## src/rtl/oam_dma.sv

```systemverilog
// oam_dma: sprite DMA engine. It halts the CPU and copies one page of memory into PPU OAMDATA,
// using alternating get/put CPU cycles with an optional alignment cycle.
module oam_dma #(
   parameter logic [2:0] PPU_OAMDATA_ADDR = 3'h4,
   parameter int         BYTES            = 256
) (
   input  logic        clk,
   input  logic        rst,
   input  logic        cpu_ce,
   input  logic        dma_start,
   input  logic [7:0]  dma_page,
   output logic        halt,
   output logic        mem_rd,
   output logic [15:0] mem_addr,
   input  logic [7:0]  mem_data_i,
   output logic        ppu_cs,
   output logic        ppu_rw,
   output logic [2:0]  ppu_addr,
   output logic [7:0]  ppu_data_o,
   output logic        busy
);
   typedef enum logic [2:0] {IDLE, HALT, ALIGN, GET, PUT} state_t;
   localparam logic [7:0] LAST = 8'(BYTES - 1);
   state_t     state;
   logic [7:0] page, idx, data_r;
   logic       cyc_odd;
   always_ff @(posedge clk) begin
      if (rst) begin
         state   <= IDLE;
         page    <= '0;
         idx     <= '0;
         data_r  <= '0;
         cyc_odd <= 1'b0;
      end else begin
         if (cpu_ce) cyc_odd <= ~cyc_odd;
         case (state)
            IDLE: if (dma_start) begin
               page  <= dma_page;
               idx   <= '0;
               state <= HALT;
            end
            // an odd current cycle means the next one is even, so reads can start immediately
            HALT:  if (cpu_ce) state <= cyc_odd ? GET : ALIGN;
            ALIGN: if (cpu_ce) state <= GET;
            GET: if (cpu_ce) begin
               data_r <= mem_data_i;
               state  <= PUT;
            end
            PUT: if (cpu_ce) begin
               if (idx == LAST) state <= IDLE;
               else begin
                  idx   <= idx + 8'd1;
                  state <= GET;
               end
            end
            default: state <= IDLE;
         endcase
      end
   end
   assign halt       = state != IDLE;
   assign busy       = halt;
   assign mem_rd     = state == GET;
   assign mem_addr   = mem_rd ? {page, idx} : '0;
   assign ppu_cs     = state == PUT;
   assign ppu_rw     = ~ppu_cs;
   assign ppu_addr   = PPU_OAMDATA_ADDR;
   assign ppu_data_o = ppu_cs ? data_r : '0;
endmodule

```

## config.mk

```make
export PLATFORM = sky130hd
export DESIGN_NAME = oam_dma
export DESIGN_NICKNAME = d
export VERILOG_FILES = /design/src/rtl/oam_dma.sv
export SDC_FILE = /design/constraint.sdc
export NUM_CORES = 1
export LEC_CHECK = 0
export CAP_MARGIN = 0
export CORE_ASPECT_RATIO = 1.2
export CORE_MARGIN = 1.5
export CORE_UTILIZATION = 39
export DETAILED_ROUTE_END_ITERATION = 6
export GPL_TIMING_DRIVEN = 0
export HOLD_SLACK_MARGIN = 0.02
export PLACE_DENSITY = 0.71
export SYNTH_ARGS = -nofsm -noshare
export SYNTH_HDL_FRONTEND = slang
export SYNTH_SLANG_ARGS = --single-unit
```

## constraint.sdc

```tcl
create_clock -name clk -period 5.3 [get_ports clk]
set_clock_uncertainty 0.05 [all_clocks]
set_input_delay 1.06 -clock clk [delete_from_list [all_inputs] [get_ports clk]]
set_output_delay 1.06 -clock clk [all_outputs]
set_load 0.02 [all_outputs]
```

==> impl_metrics.py <==
metrics = {
    "sta": {
        "fmax_mhz": 282,
        "min_period_over_period_pct": 67.0,
        "setup_viol": 0,
        "finalWorstSetupSlack_ns": 1.75,
        "maxSlewHeadroom_pct": 65.5,
        "whs_ns": 0.404,
        "setup_tns_ns": 0,
        "hold_viol_final": 0,
        "slew_violations": 0,
        "min_period_ns": 3.55,
        "tightest_slew_ns": 0.517,
        "rsz0062_at_grt": "no",
    },
    "critical_path": {
        "arrival_ns": 2.44,
        "r2r_start": "idx[0]",
        "crit_chain": "and3b_1 -> clkbuf_1 -> clkbuf_1 -> and2_1 -> clkdlybuf4s50_1",
        "required_ns": 4.19,
        "cp_max_fo": 10,
        "cp_slowest_cell": "clkdlybuf4s50_1",
        "rr_endpoint": "state[1]",
        "start_kind": "register",
        "cp_top_family": "buffers and inverters",
        "path_common_cell": "clkbuf_1",
        "max_stage_delay_ns": 0.60,
        "cp_num_buf_inv": 3,
        "r2r_slack_ns": 3.42,
        "end_kind": "output port",
        "crit_cells": 5,
        "r2r_cells": 6,
        "worstSetupPathType": "reg -> out",
    },
    "logic_synthesis": {
        "yosysUniqueCellTypes": 38,
        "synth_largest_area_cell": "dfxtp_1",
        "yosysMostFrequentCell": "nand2_1",
        "yosys_warnings": 0,
        "netlist.area_leader.share_pct": 39.3,
        "synth.area.top_cells": "dfxtp_1 (39%), and2_1 (11%), nand2_1 (10%)",
        "ys.flop_type": "dfxtp_1",
        "synth_edf_count": 0,
        "yosysSeqAreaShare_pct": 39.3,
        "async_reset_ff_share_pct": 0,
        "netlist_area_um2": 1430,
        "postSynthAreaPerCell_um2": 7.75,
        "synth_cells": 184,
        "ys_top_cells_by_count": "nand2_1 (39), dfxtp_1 (28), and2_1 (26)",
        "ys_ff_latch": 28,
    },
    "global_route": {
        "grt_use_total_pct": 18.4,
        "grt_max_degree": 16,
        "grt_pass1_vias": 1270,
        "antenna_found_initial": 0,
        "grt_pass1_wl_mm": 5.96,
        "grt_overflow": 0,
    },
    "clocking": {
        "cts_resized": 0,
        "cts_tree": "built",
        "root_buffer": "clkbuf_8",
        "cts.reportedPaths.clkPinSlew_ns": 0.10,
        "cts_made_buffers": 3,
        "cts_hold_buf": 0,
        "clk_path_buf_depth": 2,
        "insertion_delay_ns": 0.27,
        "cts_sinks": 28,
        "postCtsSetupBuffers": 0,
        "clock_tree.htree_level_count": 1,
    },
    "route": {
        "vias_per_cell": 5.15,
        "ant_nets": 0,
        "num_vias": 1405,
        "drt_wl_total_mm": 3.50,
        "drcViolationCount": 2,
        "drt_iter0_drc": 54,
        "wl_per_cell_um": 12.8,
        "first_pass_iters": 6,
    },
    "layout": {
        "diodes": 0,
        "area_delta_synth_final_pct": 40.4,
        "nets": 258,
        "finalNonFillerCells": 273,
        "drive_above_1_share_pct": 5.93,
    },
    "floorplanning": {
        "io_pins": 52,
        "die_y_um": 69.2,
        "die_area_um2": 4030,
        "placementRows": 23,
        "core_um2": 3420,
        "initial_core_util_pct": 41.7,
        "fp.dieW_um": 58.2,
    },
    "pwr": {
        "p_total_mw": 0.432,
        "power_leakage_nw": 0.705,
        "power_density_nw_per_um2": 216,
        "peakVddDrop_mv": 0.159,
    },
    "place": {
        "place_congestion": 0.842,
        "dp_hpwl_mm": 2.46,
        "dp_slack_ns": 2.06,
        "post-place-cells": 269,
        "io_buffer_count": 47,
    },
    "worst_hold_path": {
        "holdPathStages": 2,
        "hp-class": "reg -> reg",
        "hold_end": "data_r[2]",
        "hp-start": "data_r[2]",
    },
    "run": {
        "drv_cap": 0,
    },
    "status": {
        "status": "finished, violations left",
        "violations": "DRC",
    },
}
## worst max path at each step
stage	to	slack, ns	start
6_report	mem_addr[6]	1.75	state[0]
2_1_floorplan	mem_addr[10]	2.74	state[0]
4_1_cts	mem_addr[9]	1.76	state[0]
3_3_place_gp	mem_addr[9]	2.09	state[0]
5_1_grt	mem_addr[6]	1.61	state[0]
3_5_place_dp	mem_addr[9]	2.06	state[0]
## sequential cells by signal, summed over array words and instances, names as in the netlist
register	flops
page	8
cyc_odd	1
idx	8
state	3
data_r	8
## routing by layer
metal	part of all wire (%)	vias up	GRT usage, %	wire [um]
li1	-	712	-	-
met3	4.7	4	2.43	165
met1	44	649	25.9	1550
met5	0	-	0	0
met2	50	40	29.9	1740
met4	0.92	0	3.88	32
## logic make-up (layout without fill, tap and decap cells)
logic type / after synthesis / in the layout / synth area share, %
fa+ha+maj: 1 / 1 / 0.877
flops: 28 / 28 / 39.3
compound gates: 42 / 42 / 18.1
simple gates: 87 / 87 / 31.8
mux: 1 / 1 / 0.789
other cells: 2 / 3 / 0.527
xor+xnor: 2 / 2 / 1.23
buf+inv: 21 / 72 / 7.46
## power breakdown
| part | total, mW | leakage (nW) | switching [mW] | internal (mW) |
|---|---|---|---|---|
| clock | 0.133 | 0.0288 | 0.0669 | 0.0665 |
| sequential | 0.224 | 0.227 | 0.00552 | 0.219 |
| combinational | 0.0747 | 0.449 | 0.0391 | 0.0355 |
| total | 0.432 | 0.705 | 0.112 | 0.321 |
## cells in the final DEF, fill, tap and decap left out, types with 2 or more instances in the layout
cell and n:
clkdlybuf4s50_1 47, nand2_1 39, dfxtp_1 28, and2_1 26, a21oi_1 24, clkbuf_1 10, nand3_1 7, buf_4 5
inv_1 4, nor2_1 4, clkbuf_8 4, o21ai_0 3, conb_1 3, and3b_1 2, xnor2_1 2, a31oi_1 2
o31ai_1 2, or4_1 2
## worst min-delay path, delay by kind of cell, from the launching register on
| family | cells | cell delay [ns] |
|---|---|---|
| AOI/OAI and AO/OA | 1 | 0.05 |
| DFF | 1 | 0.32 |
| and+or+nand+nor | 1 | 0.05 |
## through the flow
step	util (%)	area, um^2
final	58.5	2000
after global routing	58.5	2000
after CTS	58.5	2000
after detailed placement	56.9	1950
after global placement	56.9	1950
after floorplan	-	1430
## cell type report
| type | count | area, um^2 |
|---|---|---|
| Buffer | 17 | 91.3 |
| Clock buffer | 4 | 55.1 |
| Fill cell | 337 | 1420 |
| Inverter | 4 | 15.0 |
| Multi-Input combinational cell | 136 | 763 |
| Sequential cell | 28 | 561 |
| Tap cell | 37 | 46.3 |
| Timing Repair Buffer | 47 | 470 |
(Power assumes the default switching activity.)
